===== config.mk =====
export PLATFORM = sky130hd
export DESIGN_NAME = mem_port_scheduler
export DESIGN_NICKNAME = d
export VERILOG_FILES = /design/src/rtl/mem_port_scheduler.sv
export SDC_FILE = /design/constraint.sdc
export NUM_CORES = 1
export LEC_CHECK = 0
export ABC_AREA = 0
export CAP_MARGIN = 0
export CELL_PAD_IN_SITES_DETAIL_PLACEMENT = 1
export CELL_PAD_IN_SITES_GLOBAL_PLACEMENT = 2
export CORE_MARGIN = 2
export CORE_UTILIZATION = 29
export DETAILED_ROUTE_END_ITERATION = 10
export GPL_TIMING_DRIVEN = 0
export HOLD_SLACK_MARGIN = 0.08
export PLACE_DENSITY_LB_ADDON = 0.3
export SYNTH_ARGS = -nofsm -noshare
export SYNTH_HDL_FRONTEND = slang
export SYNTH_SLANG_ARGS = --single-unit

===== constraint.sdc =====
create_clock -name clk -period 1.7 [get_ports clk]
set_clock_uncertainty 0.1 [all_clocks]
set_input_delay 0.17 -clock clk [delete_from_list [all_inputs] [get_ports clk]]
set_output_delay 0.17 -clock clk [all_outputs]
set_load 0.02 [all_outputs]

===== src/rtl/mem_port_scheduler.sv =====
// mem_port_scheduler
// Shares one memory access port between two requesters. Each requester posts a
// single-cycle drive pulse with an address; the block holds one request per
// port, grants round-robin, issues one o_driveNext pulse for the winner, waits
// for the memory completion pulse and returns o_freeN to the granted requester.
//
// Handshake: every request, issue and completion signal is a 1-cycle pulse.
// A drive is accepted when the port has nothing pending (or in the RELEASE
// cycle of its own grant). o_driveNext marks the single ISSUE cycle.
// i_freeNext is honoured only in ISSUE/WAIT. o_freeN marks the RELEASE cycle.
// o_sel/o_addr are valid from ISSUE through RELEASE.
//
// Optional feature: define MEM_SCHED_TIMEOUT_EN to force a release after
// TIMEOUT_CYC WAIT cycles without completion (o_timeout pulses with o_freeN).
//
// Ports:
//   clk, rst (async, active-low)
//   i_drive0/i_addr0, o_free0  : requester 0
//   i_drive1/i_addr1, o_free1  : requester 1
//   o_driveNext/o_addr/o_sel   : memory access start, address, granted port
//   i_freeNext                 : memory completion
//   o_overrun                  : sticky, drive arrived while already pending
//   o_timeout                  : forced-release pulse
//   o_dbg_state                : FSM state (0 IDLE, 1 ISSUE, 2 WAIT, 3 RELEASE)
module mem_port_scheduler #(
  parameter int ADDR_W      = 16,
  parameter int TIMEOUT_CYC = 255
) (
  input  logic              clk,
  input  logic              rst,
  input  logic              i_drive0,
  input  logic [ADDR_W-1:0] i_addr0,
  output logic              o_free0,
  input  logic              i_drive1,
  input  logic [ADDR_W-1:0] i_addr1,
  output logic              o_free1,
  output logic              o_driveNext,
  output logic [ADDR_W-1:0] o_addr,
  output logic              o_sel,
  input  logic              i_freeNext,
  output logic              o_overrun,
  output logic              o_timeout,
  output logic [1:0]        o_dbg_state
);

  typedef enum logic [1:0] {
    S_IDLE    = 2'd0,
    S_ISSUE   = 2'd1,
    S_WAIT    = 2'd2,
    S_RELEASE = 2'd3
  } state_t;

  state_t              r_state;
  state_t              w_state_nxt;

  logic                r_pend0;
  logic                r_pend1;
  logic [ADDR_W-1:0]   r_addr0;
  logic [ADDR_W-1:0]   r_addr1;
  logic                r_last;

  logic                r_drive_next;
  logic                r_free0;
  logic                r_free1;
  logic                r_sel;
  logic [ADDR_W-1:0]   r_addr_out;
  logic                r_overrun;
  logic                r_timeout;

  logic                w_pick;
  logic                w_to_fire;
  logic                w_rel_clr0;
  logic                w_rel_clr1;
  logic                w_set0;
  logic                w_set1;
  logic                w_ovr0;
  logic                w_ovr1;

  // The granted port's pend clears in RELEASE; a drive from that same port in
  // that cycle is a fresh request, so it is accepted and wins over the clear.
  assign w_rel_clr0 = (r_state == S_RELEASE) && !r_sel;
  assign w_rel_clr1 = (r_state == S_RELEASE) &&  r_sel;
  assign w_set0     = i_drive0 && (!r_pend0 || w_rel_clr0);
  assign w_set1     = i_drive1 && (!r_pend1 || w_rel_clr1);
  assign w_ovr0     = i_drive0 && r_pend0 && !w_rel_clr0;
  assign w_ovr1     = i_drive1 && r_pend1 && !w_rel_clr1;

  // Both pending: the port that was not granted last. Otherwise the only one.
  assign w_pick = (r_pend0 && r_pend1) ? ~r_last : r_pend1;

`ifdef MEM_SCHED_TIMEOUT_EN
  logic [15:0] r_to_cnt;

  // Counter value k means k+1 WAIT cycles have elapsed at the coming edge.
  assign w_to_fire = (r_state == S_WAIT) && !i_freeNext &&
                     (r_to_cnt == 16'(TIMEOUT_CYC - 1));

  always_ff @(posedge clk or negedge rst) begin
    if (!rst) begin
      r_to_cnt <= '0;
    end else if (r_state == S_ISSUE) begin
      r_to_cnt <= '0;
    end else if (r_state == S_WAIT) begin
      r_to_cnt <= r_to_cnt + 16'd1;
    end
  end
`else
  assign w_to_fire = 1'b0;
`endif

  always_comb begin
    w_state_nxt = r_state;
    case (r_state)
      S_IDLE:    if (r_pend0 || r_pend1) w_state_nxt = S_ISSUE;
      S_ISSUE:   w_state_nxt = i_freeNext ? S_RELEASE : S_WAIT;
      S_WAIT:    if (i_freeNext || w_to_fire) w_state_nxt = S_RELEASE;
      S_RELEASE: w_state_nxt = S_IDLE;
      default:   w_state_nxt = S_IDLE;
    endcase
  end

  always_ff @(posedge clk or negedge rst) begin
    if (!rst) begin
      r_state      <= S_IDLE;
      r_pend0      <= 1'b0;
      r_pend1      <= 1'b0;
      r_addr0      <= '0;
      r_addr1      <= '0;
      r_last       <= 1'b1;
      r_drive_next <= 1'b0;
      r_free0      <= 1'b0;
      r_free1      <= 1'b0;
      r_sel        <= 1'b0;
      r_addr_out   <= '0;
      r_overrun    <= 1'b0;
      r_timeout    <= 1'b0;
    end else begin
      r_state <= w_state_nxt;

      if (w_set0)          r_pend0 <= 1'b1;
      else if (w_rel_clr0) r_pend0 <= 1'b0;
      if (w_set1)          r_pend1 <= 1'b1;
      else if (w_rel_clr1) r_pend1 <= 1'b0;

      if (w_set0) r_addr0 <= i_addr0;
      if (w_set1) r_addr1 <= i_addr1;

      if (w_ovr0 || w_ovr1) r_overrun <= 1'b1;

      // Grant is latched only on IDLE->ISSUE, so o_sel/o_addr stay stable
      // for the whole access.
      if (r_state == S_IDLE && (r_pend0 || r_pend1)) begin
        r_sel      <= w_pick;
        r_addr_out <= w_pick ? r_addr1 : r_addr0;
      end

      if (r_state == S_RELEASE) r_last <= r_sel;

      // Pulses are registered from the next state so each is high exactly
      // for the cycle spent in the matching state.
      r_drive_next <= (w_state_nxt == S_ISSUE);
      r_free0      <= (w_state_nxt == S_RELEASE) && !r_sel;
      r_free1      <= (w_state_nxt == S_RELEASE) &&  r_sel;
      r_timeout    <= w_to_fire;
    end
  end

  assign o_driveNext = r_drive_next;
  assign o_free0     = r_free0;
  assign o_free1     = r_free1;
  assign o_sel       = r_sel;
  assign o_addr      = r_addr_out;
  assign o_overrun   = r_overrun;
  assign o_timeout   = r_timeout;
  assign o_dbg_state = r_state;

endmodule

# == Yosys cells after proc, flatten, opt, wreduce, memory -nomap -nowiden ==
# Cells that the tools add are included.
# totals
reg_bits,58
input_bits,37
output_inout_bits,24
wordCells,52
# op_classes
eq_ne,5
muxes,10
bitwise_logic,1
n_reduce_logical,24
# op_table
op,count
$mux W16,1
$logic_and A1 B1 Y1,12
$pmux W2 S4,1
$eq A2 B2 Y1 const B,3
$mux W1,6
$logic_not A1 Y1,5
$eq A2 B1 Y1 const B,2
$logic_or A1 B1 Y1,4
$mux W2,2
$reduce_bool A2 Y1,2
$logic_not A2 Y1,1
$not A1 Y1,1

# == Logic depth before layout (Yosys ltp) ==
# Gate-level depths: netlist (run 1).
# depth
ltp_word,5
ltp_mapped,6

# == Worst setup path after synthesis (run 1) ==
# Ideal clock, no wire load.
# synth_path
kind,register to register
from,"register r_state[0], in the netlist o_dbg_state[0]"
to,register r_addr1[10]
setup_ns,0.125
arrival_time_ns,1.611
required_ns,1.475
setup_slack_ns,-0.136
stages_incl_launch_ff,7
path_buffers,2
synth_period_minus_slack_ns,1.836
cell_sequence,dfrtp_1 ha_1 a21boi_2 nand2b_4 buf_6 buf_12 mux2_4
# synth_via
elab_chain_len,4
# synth_lines
element,line,source
start: declaration,53,state_t r_state;
start signal: assignment,138,r_state <= w_state_nxt;
$eq A2 B2 Y1,82,assign w_rel_clr1 = (r_state == S_RELEASE) && r_sel;
$logic_and A1 B1 Y1,82,
$logic_or A1 B1 Y1,84,assign w_set1 = i_drive1 && (!r_pend1 || w_rel_clr1);
$logic_and A1 B1 Y1,84,
end signal: assignment,146,if (w_set1) r_addr1 <= i_addr1;
end: declaration,59,logic [ADDR_W-1:0] r_addr1;
# Every way passes these cells.
# A chain may end at the register's enable or synchronous reset.

# == Worst setup path in the final report (run 1) ==
# layout_path
from,"register r_state[0], in the netlist o_dbg_state[0]"
to,register r_addr1[4]
# The elaborated chain is that of the path after synthesis.

==> flow_summary.ini, run 1 <==
[place]
io_buffers = 59
placedCellCount = 358
hpwl_um = 4050
place_area_mm2 = 0.00322
gp_congestion = 0.731
dp_worst_setup_slack_ns = -0.173

[worst_setup_path]
reg2reg_to = r_addr1[4]
reg2reg_slack_ns = 0.08
critPathCaptureType = flip-flop
critical-path-max-stage-delay_ns = 0.43
cp_max_fo = 4
cp.required_ns = 1.82
critPathKind = flip-flop to flip-flop
rr_startpoint = o_dbg_state[0]
reg2regPathDepth = 5
slowest_stage = dfrtp_2
start_kind = flip-flop
crit_chain = ha_4 > a21boi_4 > nand2b_4 > buf_6 > mux2_2
cp.arrival_ns = 1.74

[clock_network]
cts_root_buf = clkbuf_8
cts_buffers = 9
cts_buffer_depth = 2
clkLatencyLatePin_ns = 0.34
clkSinkCount = 58
clkTransAtPathRegs_ns = 0.07
cts_tree = yes
htreeDepth = 3

[route]
drc = 0
drt.antenna.violating_nets = 0
routedWlPerCell_um = 15.9
drt-pass1-iter-count = 4
vias_per_cell = 4.49
drt_iter0_markers = 39
wirelength_um = 6040
vias = 1706

[synth]
ys_seq_area_frac = 0.588
syn_inst = 193
ys.flop_type = dfrtp_1
synth_area_per_cell_um2 = 12.8
synth-seq-cells = 58
synth_edf_count = 0
async_flop_share = 1.00
synthMuxAreaShare = 0.165
synth_compound_area_frac = 0.112
yosys.area_share.simple = 0.0719
synth_top_family_by_area = multiplexers
yosys.cell_types.count = 29
ys.warnings.count = 0
synth_nets = 235
syn_area_mm2 = 0.00247
synthAdderAreaFrac = 0.0253
synth_xor_area_frac = 0

[sta]
fmaxAchievable_mhz = 618
finalSetupTns_ns = 0
post-route-min-period_ns = 1.62
holdWs_ns = 0.264
setup_viol = 0
finalHoldViolCount = 0
slew-limit-headroom = 0.600
tightest_slew_ns = 0.600
rsz0062_at_grt = no
fin_ws_ns = 0.0831
finalCritPeriodShare = 0.951
report.final.slew_viol_count = 0

[die]
core.rowCount = 33
die_width_um = 96.3
dieHeight_um = 96.3
initial_utilization = 0.299
ioPinCount = 61
core-area_mm2 = 0.00826
die_area_mm2 = 0.00928

[grt]
grt-ovfl-total = 0
grt_max_degree = 34
grt_pass1_vias = 1813
grt_usage = 0.142
grt_pass1_wl_um = 9460
antenna_found_initial = 0

[power]
vdd_drop_max_uv = 758
p_leak_nw = 1.57
powerDensity_mw_per_mm2 = 2040

[layout]
nNetsFinal = 313
fin_area_mm2 = 0.00358
syn_to_final_growth_pct = 44.6
regArea_mm2 = 0.00146
multi_input_area_um2 = 991
drive_above_1_share = 0.298
stdcell_count = 380
num_antenna_cells = 0
fillers = 890

[flow_run]
maxCapViolCount = 0

[run_status]
outcome = completed

[hold_path]
min_path_type = input pin to asynchronous set/reset pin
==> cells in the mapped netlist (2+ instances only) <==
library cell  number  share of area
ha_1               5          0.025
nor2_1            17          0.026
nand2b_4           2          0.011
mux2_2            23           0.10
dfrtp_1           57           0.58
a21oi_1           32          0.065
mux2_4            10          0.061
buf_6              2         0.0091
nand2_1           16          0.024
inv_1              3         0.0046
a21boi_2           2         0.0091
buf_4              2         0.0061
o21ai_0            3         0.0061
buf_2              4         0.0081
==> power by group <==
group | total, mW | internal [mW] | switching [mW]
Combinational | 3.36 | 1.76 | 1.60
Clock | 1.40 | 0.854 | 0.548
Sequential | 2.52 | 2.09 | 0.426
Total | 7.28 | 4.71 | 2.57
==> kinds of logic (layout without fill, tap and decap cells) <==
| logic type | count (synthesis) | in the layout |
|---|---|---|
| adder cells (fa/ha/maj) | 5 | 5 |
| buffers and inverters | 12 | 94 |
| multiplexers | 33 | 33 |
| AND/OR/NAND/NOR | 39 | 39 |
| flip-flops | 58 | 58 |
| AO/OA/AOI/OAI | 45 | 45 |
| other | 1 | 1 |
==> how the worst max path moves through the flow <==
stage                   start             end  slack (ns)
2_1_floorplan  o_dbg_state[0]     r_addr1[10]       0.002
3_3_place_gp              rst  o_dbg_state[1]       -1.84
3_5_place_dp         i_drive0     r_addr0[12]       -0.17
4_1_cts        o_dbg_state[0]       o_addr[2]      -0.003
5_1_grt               r_pend0       o_addr[7]        0.02
6_report       o_dbg_state[0]      r_addr1[4]        0.08
==> area by class of cell <==
class | count | share of cell area
Buffer | 7 | 0.0196
Clock buffer | 10 | 0.0385
Clock inverter | 5 | 0.0220
Inverter | 3 | 0.00315
Multi-Input combinational cell | 123 | 0.277
Sequential cell | 58 | 0.407
Tap cell | 105 | 0.0367
Timing Repair Buffer | 69 | 0.196
==> worst max-delay path: cells and delay by family (launching register included) <==
kind            cells  cell delay, ns
buf+inv             1            0.13
mux                 1            0.32
fa+ha+maj           1            0.19
simple gates        1            0.21
flops               1            0.43
compound gates      1            0.13
==> per-stage QoR <==
step	power, mW	utilization
6_report	7.28	0.433
5_1_grt	7.80	0.433
4_1_cts	7.26	0.427
3_5_place_dp	5.66	0.390
3_3_place_gp	5.57	0.389
2_1_floorplan	4.50	-
==> layer usage <==
layer / track usage / up-vias / wire length, um
li1: - / 814 / -
met3: 0.0431 / 8 / 253
met1: 0.180 / 847 / 2660
met2: 0.227 / 37 / 3030
met5: 0 / - / 0
met4: 0.0528 / 0 / 99
==> state kept, by name (all words and copies together) (netlist names) <==
signal	count
o_free0	1
r_addr0	16
o_overrun	1
o_free1	1
o_sel	1
o_driveNext	1
r_pend0	1
r_last	1
o_dbg_state	2
r_addr1	16
o_addr	16
r_pend1	1
==> cells in the final DEF, fill, tap and decap left out, types with 4 or more instances in the layout <==
cell type	n
buf_6	4
mux2_2	23
clkbuf_8	10
a21oi_1	32
nor2_1	17
nand2_1	16
clkdlybuf4s50_1	55
dfrtp_1	54
buf_4	7
mux2_4	10
==> what timing repair did <==
item,4_1_cts,5_1_grt
setup endpoints to repair,31,17
hold endpoints to repair,24,0
hold buffers,1,0
pin swaps,2,2
gates resized for setup,11,11
cloned,1,0
buffers inserted,6,1
No activity file was read; power rests on OpenSTA's default activity.
==> run 2, diff against run 1 <==
Settings changed: CTS_CLUSTER_SIZE set to 25, REMOVE_ABC_BUFFERS set to 1.
==> run 2 against run 1 <==
  * Clock power decreased by 15%
  * Utilization down 1.4 points
  * Via count is 2.1% higher
  * Power decreased by 4.4%
  * Global-route usage increased by 0.39 points
  * Final cell count shrank 2.1%
  * Cell area down 3.3%
  * Register-to-register slack worse by 0.04 ns
  * Critical path depth is the same
  * Wire length is 1.0% higher
  * First-iteration DRC count up 51%
  * Fmax shrank 2.2%
  * Critical path type unchanged
  * Critical endpoint is now r_addr1[3]
  * Largest cell class unchanged
==> flow_summary.ini, run 2 (synthesis gave the netlist of run 1 again) <==
[run_status]
outcome = completed

[worst_setup_path]
cp.arrival_ns = 1.76
slowest_stage = dfrtp_2
cp_max_fo = 10
path_buf_inv = 1
reg2regPathDepth = 5
critical-path-max-stage-delay_ns = 0.44
critPathKind = flip-flop to flip-flop
reg2reg_to = r_addr1[3]
crit_family = flip-flops
critPathCaptureType = flip-flop
crit_chain = ha_4 > a21boi_4 > nand2b_4 > buf_12 > mux2_2
cp.required_ns = 1.81
rr_startpoint = o_dbg_state[0]
start_kind = flip-flop
reg2reg_slack_ns = 0.05

[route]
vias = 1741
drt-pass1-iter-count = 4
vias_per_cell = 4.68
routedWlPerCell_um = 16.4
drc = 0
wirelength_um = 6100
drt.antenna.violating_nets = 0
drt_iter0_markers = 59

[grt]
grt_pass1_wl_um = 9650
grt_pass1_vias = 1841
antenna_found_initial = 0
grt_max_degree = 31
grt-ovfl-total = 0
grt_usage = 0.145

[sta]
fmaxAchievable_mhz = 605
finalHoldViolCount = 0
post-route-min-period_ns = 1.65
tightest_slew_ns = 0.720
rsz0062_at_grt = yes
slew-limit-headroom = 0.520
finalCritPeriodShare = 0.973
report.final.slew_viol_count = 0
finalSetupTns_ns = 0
setup_viol = 0

[place]
hpwl_um = 3800
io_buffers = 59
gp_congestion = 0.664

[power]
p_leak_nw = 1.51
vdd_drop_max_uv = 620
power.total_mw = 6.96
powerDensity_mw_per_mm2 = 2010

[clock_network]
cts_buffers = 9
cts_buffer_depth = 2
cts_root_buf = clkbuf_8
clkSinkCount = 58
clkLatencyLatePin_ns = 0.32
clkTransAtPathRegs_ns = 0.07
htreeDepth = 3
cts_tree = yes

[die]
dieHeight_um = 96.3
initial_utilization = 0.299
ioPinCount = 61
core.rowCount = 33
die_area_mm2 = 0.00928
die_width_um = 96.3
core-area_mm2 = 0.00826

[layout]
final_cell_mix = 57 x clkdlybuf4s50_1, 55 x dfrtp_1, 32 x a21oi_1
fillers = 880
syn_to_final_growth_pct = 39.9
num_antenna_cells = 0
nNetsFinal = 304
layout_commonest_cell = clkdlybuf4s50_1
drive_above_1_share = 0.255

[hold_path]
min_path_type = input pin to asynchronous set/reset pin

[flow_run]
maxCapViolCount = 0
## run 2: what timing repair did
action,in CTS,in global routing
resized for setup,10,4
setup buffers,5,1
endpoints found under the hold margin,29,0
hold buffers,1,0
setup endpoints to repair,50,27
pin swaps,1,2
## run 2: power by group
part / total (mW) / internal (mW) / leakage [nW] / switching [mW]
clock network: 1.19 / 0.646 / 0.0965 / 0.540
registers: 2.55 / 2.09 / 0.670 / 0.464
logic: 3.22 / 1.67 / 0.742 / 1.54
total: 6.96 / 4.41 / 1.51 / 2.55
## run 2: worst max-delay path by stage
stage                        to  slack, ns  depth (start not counted)      startpoint
floorplan            r_addr0[0]      -0.12                          4  o_dbg_state[0]
global placement        r_pend0      -1.61                          1             rst
detailed placement  r_addr0[14]      -0.42                          4  o_dbg_state[0]
CTS                  r_addr1[1]       0.01                          5  o_dbg_state[0]
global route         r_addr1[3]     -0.004                          5  o_dbg_state[0]
finish               r_addr1[3]       0.05                          5  o_dbg_state[0]
## run 2: area by class of cell
type                    instances  area [um2]  area share
clock buffers                  14         173      0.0499
clock inverters                 2        10.0     0.00289
inverters                       3        11.3     0.00326
multi-input cells             123         977       0.283
flip-flops and latches         58        1460       0.421
well taps                     105         131      0.0380
repair buffers                 67         701       0.203
## run 2: routing by layer
metal / vias up / share of wire / global-route usage
met2: 38 / 0.52 / 0.233
met3: 4 / 0.045 / 0.0384
li1: 798 / - / -
met5: - / 0 / 0
met4: 0 / 0.0059 / 0.0634
met1: 901 / 0.43 / 0.185
## run 2: per-stage QoR
stage	hold slack, ns	setup WS (ns)	instance area [um2]	utilization	instances
after floorplan	-0.226	-0.123	2390	-	184
after global placement	0.353	-1.61	3120	0.377	348
after detailed placement	0.179	-0.416	3130	0.379	349
after CTS	0.331	0.00970	3430	0.415	371
after global routing	0.339	-0.00369	3460	0.419	372
final	0.318	0.0464	3460	0.419	372
==> run 3, diff against run 2 <==
Settings changed: TNS_END_PERCENT set to 10.
==> run 3 against run 2 <==
  * Utilization decreased by 0.091 points
  * Global-route usage about the same
  * Highest routed layer unchanged
  * Sequential power about the same
==> flow_summary.ini, run 3 (synthesis gave the netlist of run 1 again) <==
[run_status]
outcome = completed

[layout]
fillers = 880
layout_commonest_cell = clkdlybuf4s50_1
multi_input_area_um2 = 977
regArea_mm2 = 0.00146
num_antenna_cells = 0
fin_area_mm2 = 0.00345
syn_to_final_growth_pct = 39.6
drive_above_1_share = 0.252
nNetsFinal = 303
final_cell_mix = 57 x clkdlybuf4s50_1, 55 x dfrtp_1, 32 x a21oi_1

[worst_setup_path]
critPathKind = flip-flop to flip-flop
slowest_stage = dfrtp_2
critical-path-max-stage-delay_ns = 0.45
critPathCaptureType = flip-flop
cp_max_fo = 10
reg2regPathDepth = 5
crit_chain = ha_4 > a21boi_4 > nand2b_4 > buf_12 > mux2_2
start_kind = flip-flop
cp.required_ns = 1.81
cp.arrival_ns = 1.76

[route]
drt-pass1-iter-count = 4
drt.antenna.violating_nets = 0
drc = 0
vias = 1726
vias_per_cell = 4.65
routedWlPerCell_um = 16.4
wirelength_um = 6070
drt_iter0_markers = 56

[power]
p_switching_mw = 2.54
vdd_drop_max_uv = 620
p_clk_frac = 0.171
p_leak_nw = 1.50
seqPwrFrac = 0.369
power.total_mw = 6.93
swShare = 0.366
powerDensity_mw_per_mm2 = 2010
p_comb_frac = 0.460
internal_power_mw = 4.39

[sta]
finalHoldViolCount = 0
fmaxAchievable_mhz = 605
slew-limit-headroom = 0.522
finalCritPeriodShare = 0.972
setup_viol = 0
report.final.slew_viol_count = 0
tightest_slew_ns = 0.716
rsz0062_at_grt = yes
post-route-min-period_ns = 1.65

[grt]
grt-ovfl-total = 0
grt_usage = 0.145
antenna_found_initial = 0
grt_pass1_wl_um = 9600
grt_pass1_vias = 1836
grt_max_degree = 31

[clock_network]
cts_buffer_depth = 2
clkSinkCount = 58
cts_buffers = 9
htreeDepth = 3
clkTransAtPathRegs_ns = 0.07
clkLatencyLatePin_ns = 0.32
cts_root_buf = clkbuf_8
cts_tree = yes

[die]
core.rowCount = 33
dieHeight_um = 96.3
core-area_mm2 = 0.00826
die_area_mm2 = 0.00928
initial_utilization = 0.299
die_width_um = 96.3
ioPinCount = 61

[place]
place_area_mm2 = 0.00313
hpwl_um = 3800
io_buffers = 59
gp_congestion = 0.664

[flow_run]
maxCapViolCount = 0

[hold_path]
min_path_type = input pin to asynchronous set/reset pin
-- run 3: cell types whose count changed in the layout (fill, tap and decap cells not counted) --
cell / change
buf_4: -1
o21ai_0: +1
o21ai_1: -1
-- run 3: routing by layer --
metal | GRT usage | up-vias | share of wire
met1 | 0.184 | 887 | 0.43
li1 | - | 795 | -
met2 | 0.233 | 40 | 0.52
met5 | 0 | - | 0
met4 | 0.0634 | 0 | 0.0059
met3 | 0.0384 | 4 | 0.047
-- run 3: final cells by class --
| cell class | count | share of cell area |
|---|---|---|
| inverters | 3 | 0.00326 |
| clock inverters | 2 | 0.00290 |
| clock buffers | 14 | 0.0500 |
| well taps | 105 | 0.0381 |
| repair buffers | 66 | 0.201 |
| multi-input cells | 123 | 0.283 |
| flip-flops and latches | 58 | 0.422 |
-- run 3: worst max-delay path: cells and delay by family (launching register included) --
kind                       cells  cell delay (ns)
AOI/OAI and AO/OA              1             0.14
adders and majority gates      1             0.20
buffers and inverters          1             0.15
DFF                            1             0.45
muxes                          1             0.33
and+or+nand+nor                1             0.17
-- run 3: metrics by stage --
step | instances | hold WS [ns] | setup WS (ns) | TNS, ns | util
CTS | 370 | 0.331 | 0.000850 | 0 | 0.414
global placement | 348 | 0.353 | -1.61 | -102.37 | 0.377
global route | 371 | 0.339 | -0.00637 | -0.0131 | 0.418
detailed placement | 349 | 0.179 | -0.416 | -11.43 | 0.379
floorplan | 184 | -0.226 | -0.123 | -3.01 | -
finish | 371 | 0.318 | 0.0483 | 0 | 0.418
-- run 3: power groups by stage --
stage | registers (mW) | logic [mW] | clock network, mW
after global routing | 2.65 | 3.50 | 1.30
after CTS | 2.55 | 3.15 | 1.23
after floorplan | 2.74 | 1.60 | 0
after global placement | 2.51 | 2.91 | 0
final | 2.56 | 3.18 | 1.19
after detailed placement | 2.53 | 2.99 | 0
-- run 3: path summary, 6_finish.rpt --
kind	start	to	slack, ns
min in group clk	i_addr0[5]	r_addr0[5]	0.35
setup / recovery	o_dbg_state[0]	r_addr1[3]	0.05
hold reg to reg	o_overrun	o_overrun	0.37
hold / removal	rst	r_addr0[11]	0.32
max in group asynchronous	rst	r_last	0.50
setup reg to reg	o_dbg_state[0]	r_addr1[3]	0.05
-- run 3: what timing repair did --
action                                  CTS  global route
endpoints found under the hold margin    29             0
resized for setup                        10             3
setup buffers                             4             1
endpoints found under the setup margin   50            26
hold buffers                              1             0
pin swaps                                 1             3
